## config.mk

```make
export PLATFORM = sky130hd
export DESIGN_NAME = vc_test_rr_arbiter
export DESIGN_NICKNAME = d
export VERILOG_FILES = /design/src/rtl/vc_test_rr_arbiter.sv
export SDC_FILE = /design/constraint.sdc
export NUM_CORES = 1
export LEC_CHECK = 0
export BUFFER_PORTS_ARGS = -buffer_cell sky130_fd_sc_hd__clkbuf_2
export CAP_MARGIN = 25
export CORE_MARGIN = 2
export CORE_UTILIZATION = 45
export DETAILED_ROUTE_END_ITERATION = 10
export PLACE_DENSITY = 0.74
export SYNTH_ARGS = -nofsm -noshare
export SYNTH_HDL_FRONTEND = slang
export SYNTH_SLANG_ARGS = --single-unit
```

## constraint.sdc

```tcl
create_clock -name clk -period 2.5 [get_ports clk]
set_input_delay 0.125 -clock clk [delete_from_list [all_inputs] [get_ports clk]]
set_output_delay 0.125 -clock clk [all_outputs]
set_load 0.05 [all_outputs]
```

## src/rtl/vc_test_rr_arbiter.sv

```systemverilog
// Round-robin arbiter merging p_nreqs val/rdy streams into one val/rdy stream
// through a one-entry output register tagged with the winning requester index.
module vc_test_rr_arbiter #(
  parameter int p_msg_nbits = 8,
  parameter int p_nreqs     = 4,
  parameter int p_src_nbits = 2
) (
  input  logic                           clk,
  input  logic                           reset,
  input  logic [p_nreqs-1:0]             in_val,
  output logic [p_nreqs-1:0]             in_rdy,
  input  logic [p_nreqs*p_msg_nbits-1:0] in_msg,
  output logic                           out_val,
  input  logic                           out_rdy,
  output logic [p_msg_nbits-1:0]         out_msg,
  output logic [p_src_nbits-1:0]         out_src,
  output logic [31:0]                    count
);

  typedef enum logic {ST_EMPTY, ST_FULL} state_t;

  localparam logic [p_src_nbits-1:0] SRC_LAST = p_src_nbits'(p_nreqs - 1);
  localparam logic [p_src_nbits-1:0] SRC_ONE  = p_src_nbits'(1);

  state_t                   state_reg, state_next;
  logic [p_src_nbits-1:0]   ptr_reg, ptr_next;
  logic [p_msg_nbits-1:0]   msg_reg, msg_next;
  logic [p_src_nbits-1:0]   src_reg, src_next;
  logic [31:0]              count_reg, count_next;

  logic [p_msg_nbits-1:0]   msg_arr [p_nreqs];
  logic [p_nreqs-1:0]       ptr_mask;
  logic [p_nreqs-1:0]       req_hi;
  logic                     hi_found, lo_found;
  logic [p_src_nbits-1:0]   hi_idx, lo_idx, grant_idx;
  logic                     can_accept, grant_fire;
  logic [p_msg_nbits-1:0]   sel_msg;

  // Requesters at or above the pointer win over those that wrapped around.
  genvar gi;
  generate
    for (gi = 0; gi < p_nreqs; gi++) begin : g_req
      assign msg_arr[gi]  = in_msg[gi*p_msg_nbits +: p_msg_nbits];
      assign ptr_mask[gi] = (p_src_nbits'(gi) >= ptr_reg);
      assign req_hi[gi]   = in_val[gi] & ptr_mask[gi];
      assign in_rdy[gi]   = grant_fire && (grant_idx == p_src_nbits'(gi));
    end
  endgenerate

  always_comb begin
    hi_found = 1'b0;
    hi_idx   = '0;
    lo_found = 1'b0;
    lo_idx   = '0;
    for (int i = p_nreqs - 1; i >= 0; i--) begin
      if (req_hi[i]) begin
        hi_found = 1'b1;
        hi_idx   = p_src_nbits'(i);
      end
      if (in_val[i]) begin
        lo_found = 1'b1;
        lo_idx   = p_src_nbits'(i);
      end
    end
  end

  assign grant_idx  = hi_found ? hi_idx : lo_idx;
  assign can_accept = (state_reg == ST_EMPTY) || out_rdy;
  // Reset gates the grant so nothing is consumed while the block is held in reset.
  assign grant_fire = reset && can_accept && lo_found;

  // One-hot AND-OR mux keeps the message select independent of index width.
  always_comb begin
    sel_msg = '0;
    for (int i = 0; i < p_nreqs; i++) begin
      sel_msg = sel_msg | ({p_msg_nbits{in_rdy[i]}} & msg_arr[i]);
    end
  end

  always_comb begin
    state_next = state_reg;
    ptr_next   = ptr_reg;
    msg_next   = msg_reg;
    src_next   = src_reg;
    count_next = count_reg;
    case (state_reg)
      ST_EMPTY: if (grant_fire) state_next = ST_FULL;
      ST_FULL:  if (out_rdy && !grant_fire) state_next = ST_EMPTY;
      default:  state_next = ST_EMPTY;
    endcase
    if (grant_fire) begin
      msg_next   = sel_msg;
      src_next   = grant_idx;
      ptr_next   = (grant_idx == SRC_LAST) ? '0 : grant_idx + SRC_ONE;
      count_next = count_reg + 32'd1;
    end
  end

  always_ff @(posedge clk) begin
    if (!reset) begin
      state_reg <= ST_EMPTY;
      ptr_reg   <= '0;
      msg_reg   <= '0;
      src_reg   <= '0;
      count_reg <= '0;
    end else begin
      state_reg <= state_next;
      ptr_reg   <= ptr_next;
      msg_reg   <= msg_next;
      src_reg   <= src_next;
      count_reg <= count_next;
    end
  end

  assign out_val = (state_reg == ST_FULL);
  assign out_msg = msg_reg;
  assign out_src = src_reg;
  assign count   = count_reg;

endmodule

```

* Yosys cells after proc, flatten, opt, wreduce, memory -nomap -nowiden
Index checks and enable logic that the tools add are counted.
** Word-level totals
- Flip-flop bits (word level) :: 45
- Bits of input ports :: 39
- Output and inout port bits :: 47
- Word-level logic and storage cells :: 57
** Cells by class
- Add/sub/neg operators :: 2
- $lt $le $gt $ge :: 4
- Eq/ne operators :: 3
- Muxes and demuxes :: 21
- Bitwise operators :: 12
- Reduce and logical (&&, ||, !) cells :: 10
** Operators with widths (number)
- $add A32 B1 Y32 const B :: 1
- $and A8 B8 Y8 :: 4
- $or A8 B8 Y8 :: 3
- $mux W2 :: 10
- $mux W1 :: 10
- $logic_and A1 B1 Y1 :: 7
- $and A1 B1 Y1 :: 4
- $eq A2 B2 Y1 const B :: 2
- $ge A1 B2 Y1 const A :: 2
- $ge A2 B2 Y1 const A :: 2
- $add A2 B1 Y2 const B :: 1
- $eq A2 B1 Y1 const B :: 1
- $logic_not A2 Y1 :: 1
- $pmux W1 S2 :: 1
- $logic_not A1 Y1 :: 1
- $logic_or A1 B1 Y1 :: 1
- $not A1 Y1 :: 1

* Depth between registers and ports, before layout
- Word-level depth :: 13
- Gate-level depth with buffers :: 9
- Mapped depth without buffers :: 8

* Least setup slack after synthesis
Ideal clock, no wire load.
- Path kind :: flip-flop to output port
- Start :: register ptr_reg[1]
- End :: output in_rdy[3]
- Data arrival time :: 2001 ps
- Data required time :: 2375 ps
- Slack :: 374 ps
- Cell stages (with the launch flop) :: 8
- Buffers on the path :: 1
- Cell sequence :: dfxtp_1 > mux2i_1 > nor2_1 > or3_1 > inv_1 > ha_1 > buf_1 > and2_1
** Between the ends
- Word-level cells in the longest chain between the ends :: 9
- Elaborated cells between the ends (all ways) :: 19
- Those cells by class :: 4 x order compare; 1 x eq/ne; 9 x mux; 4 x bitwise; 1 x reduce/logical
** RTL lines
- start, declared :: RTL line 26 : logic [p_src_nbits-1:0] ptr_reg, ptr_next;
- start signal, assigned :: RTL line 108 : ptr_reg <= ptr_next;
- $ge A2 B2 Y1 :: RTL line 44 : assign ptr_mask[gi] = (p_src_nbits'(gi) >= ptr_reg);
- $and A1 B1 Y1 :: RTL line 45 : assign req_hi[gi] = in_val[gi] & ptr_mask[gi];
- $mux W2 or $mux W1 (tied branches) (4 in series) :: RTL line 56 : if (req_hi[i]) begin
- $mux W2 * :: RTL line 67 : assign grant_idx = hi_found ? hi_idx : lo_idx;
- net grant_idx[0] :: RTL line 35 : logic [p_src_nbits-1:0] hi_idx, lo_idx, grant_idx;
- $eq A2 B2 Y1 * :: RTL line 46 : assign in_rdy[gi] = grant_fire && (grant_idx == p_src_nbits'(gi));
- $logic_and A1 B1 Y1 * :: RTL line 46
- end, declared :: RTL line 11 : output logic [p_nreqs-1:0] in_rdy,
Mark *: on every way through the listed nets, which the timed path passes. The rest lies on a longest branch.

* Worst setup path after layout
Ends and elaborated chain as after synthesis.

==> impl_results.md <==
* Area share of the largest cell type after synthesis at 39.41%
* Max-slew headroom at 36.89%
* Clk root buf: clkbuf_8
* Critical path depth at 7
* Cell area after synthesis at roughly 2300 um2
* CP cell instances: mux2i_1 > nor2_1 > or3_1 > inv_1 > ha_2 > and2_1 > clkbuf_4
* Adder-Cell Fraction of Synth Area at 2.737%
* Maximum achievable frequency at approximately 0.42 GHz
* Initial core utilization at 47.45%
* Worst-Skew Late Latency at 0.30 ns
* First-pass GRT wire length at roughly 8600 um
* Post-route ant nets at 0
* Ys flop type: dfxtp_1
* Critical path capture point type: output port
* Area contributors post-synth: dfxtp_1, xnor2_1, nor2_1, nand3_1, o21ai_0
* Asr flop ratio synth at 0%
* Critical path's top delay family: simple AND/OR/NAND/NOR gates
* Worst EP arrival at 2.23 ns
* Fin crit share at 94.12%
* Switching power share of the total at 29.22%
* R2R cell count at 7
* CTS Hold Bufs at 0
* Placement Cell Area at ~2700 um2
* GRT overflow at 0
* Slew Viols, Final at 0
* Worst-Margin Slew at 0.9394 ns
* Fraction of layout cells with a size suffix above 1 at 31.32%
* Compound-Gate Fraction of Synth Area at 15.27%
* CTS tree: yes
* #FFs+latches synth at 45
* Clk pwr share at 36.3%
* Post-synthesis cell count at about 270
* I/O pins at 86
* Post-synth EDFFs at 0
* Min-Delay Path Depth at 3
* Xor and xnor fraction of the mapped netlist area at 8.429%
* Largest net degree at the start of global routing at 34
* Max FFs per register at 32
* Final HPWL DP at 3991 um
* Max_cap viols at 0
* Commonest cells after routing, fill and taps aside: clkbuf_2, dfxtp_1, nor2_1, nand3_1, xnor2_1
* VDD IR max at 0.0002849 V
* Share of total power in combinational logic at between 20% and 30%
* Largest family of logic cells by synthesized area: simple AND/OR/NAND/NOR gates
* Net Count, Synth at 310
* Setup TNS at 0 ns
* Wirelength, routed at 5280 um
* CP max stage cell: dfxtp_1
* Cts bufs inserted at 5
* WP data required at 2.38 ns
* Vias in the first global route at 1883
* Die H at 75.28 um
* Post-CTS sizing at 0
* Crit path buf inv count at 2
* Full die area at 5666 um2
* IO buf count at 85
* Power per cell area at 618.7 nW/um2
* Post-synthesis sequential area ratio at 39.41%
* Leak pwr at 1.230 nW
* Max FO, Critical Path at 10
* Post-CTS Setup Bufs at 0
* Clk_skew at 0.007026 ns
* Hold Crit Class: in -> reg
* Detailed-route wire length per cell at 12.72 um
* Via density at 5.333
* Layout area overhead at 26.55%
* Cell area after layout at 2893 um2
* Reg clk slew, reported paths at 0.09 ns
* H-tree depth at 2
* Yosys warnings at 0
* Clk buf depth at 2
* Commonest non-fill, non-tap cell in the layout: clkbuf_2
* # DRC at 0
* Minimum period implied by the final worst setup slack at roughly 2.4 ns
* Final setup violating endpoints at 0
* Simple-Gate Fraction of Synth Area at 28.74%
* DRT iter0 DRCs at 139
* Core Box Area at slightly below 5000 um2
* Row cnt at 25
* GRT Util Overall at 19.55%
* Die Wd at 75.28 um
* Status: completed
* CP Launch Type: flop
* Final hold vios at 0
* Sink Count at 45
* Area leader, netlist: dfxtp_1
* Nets at slightly below 400
* Diodes inserted at 0
* WS Path Type: reg -> out
* Int Pwr at 1.267 mW
* Initial antenna violation count at 0
* NetSw at between 500 and 600 uW
* Gp weighted congestion at 0.7902
* Seq pwr share at 43.4%
* Post-synthesis mux area share at 0.4379%
* Mapped Avg Cell Area at 8.594 um2
* Yosys cell types at 42
* CP peak stage delay at approximately 0.43 ns
* Vias at between 2000 and 2500
* Drt first pass iters at 4
worst min-delay path, stage by stage:
cell and delay [ns]:
clkbuf_2 0.08, a221oi_1 0.05, o21ai_0 0.12
power groups by stage:
stage	clock [mW]	sequential (mW)	combinational, mW
final	0.649	0.777	0.364
after global routing	0.687	0.783	0.394
after CTS	0.662	0.777	0.361
after detailed placement	0	0.794	0.360
after global placement	0	0.793	0.358
after floorplan	0	0.900	0.151
worst paths after layout:
| kind | start | to | slack (ns) |
|---|---|---|---|
| worst min register to register | out_msg[3] | out_msg[3] | 0.48 |
| worst max-delay path | ptr_reg[1] | in_rdy[3] | 0.15 |
| worst min-delay path | in_msg[27] | out_msg[3] | 0.1 |
| worst max register to register | ptr_reg[1] | out_msg[2] | 0.31 |
per-stage QoR:
step / hold slack (ns) / power, mW / utilization (%) / setup slack (ns) / instances
2_1_floorplan: 0.3107 / 1.050 / - / 0.3740 / 266
3_3_place_gp: 0.4087 / 1.151 / 57.06 / 0.4142 / 407
3_5_place_dp: 0.4204 / 1.154 / 57.06 / 0.3396 / 407
4_1_cts: 0.09881 / 1.800 / 59.84 / 0.01691 / 415
5_1_grt: 0.1187 / 1.864 / 60.05 / -0.0003064 / 415
6_report: 0.09636 / 1.790 / 60.05 / 0.1469 / 415
area by class of cell:
type | instances | area, um2
fill | 465 | 1924
clock buffer | 5 | 68.82
timing repair buffer | 89 | 460.4
multi-input combinational | 196 | 1276
inverter | 10 | 37.54
sequential | 45 | 900.9
clock inverter | 3 | 65.06
tap | 67 | 83.83
routing by layer:
| layer | part of all wire, % | GRT usage [%] | up-vias | wire length, um |
|---|---|---|---|---|
| met1 | 47 | 25.56 | 1009 | 2498 |
| met3 | 5.7 | 4.819 | 7 | 301 |
| met5 | 0 | 0 | - | 0 |
| met2 | 46 | 31.19 | 69 | 2410 |
| met4 | 1.3 | 7.602 | 0 | 70 |
| li1 | - | - | 1128 | - |
cells by family (layout without fill, tap and decap cells):
family / after synthesis / in the layout
compound gates: 53 / 53
xor+xnor: 22 / 22
fa+ha+maj: 5 / 5
buf+inv: 25 / 107
flops: 45 / 45
mux: 1 / 1
simple gates: 115 / 115
synth_stat cells (2+ instances only):
| cell type | instances |
|---|---|
| nor4_2 | 2 |
| nand3_1 | 18 |
| a31o_1 | 2 |
| buf_6 | 2 |
| nand4_1 | 10 |
| a221oi_1 | 8 |
| xor2_1 | 5 |
| a21oi_1 | 13 |
| a22o_1 | 8 |
| nor4_1 | 3 |
| buf_2 | 3 |
| and4_1 | 4 |
| clkbuf_1 | 7 |
| and3_1 | 8 |
| and4_4 | 2 |
| nor3_1 | 7 |
| nor2_1 | 25 |
| nand2_1 | 16 |
| inv_1 | 9 |
| or3_1 | 6 |
| a31o_2 | 2 |
| buf_1 | 2 |
| xnor2_1 | 17 |
| ha_1 | 5 |
| dfxtp_1 | 45 |
| o21ai_0 | 16 |
| and2_1 | 6 |
Power figures use the tool's default switching activity.
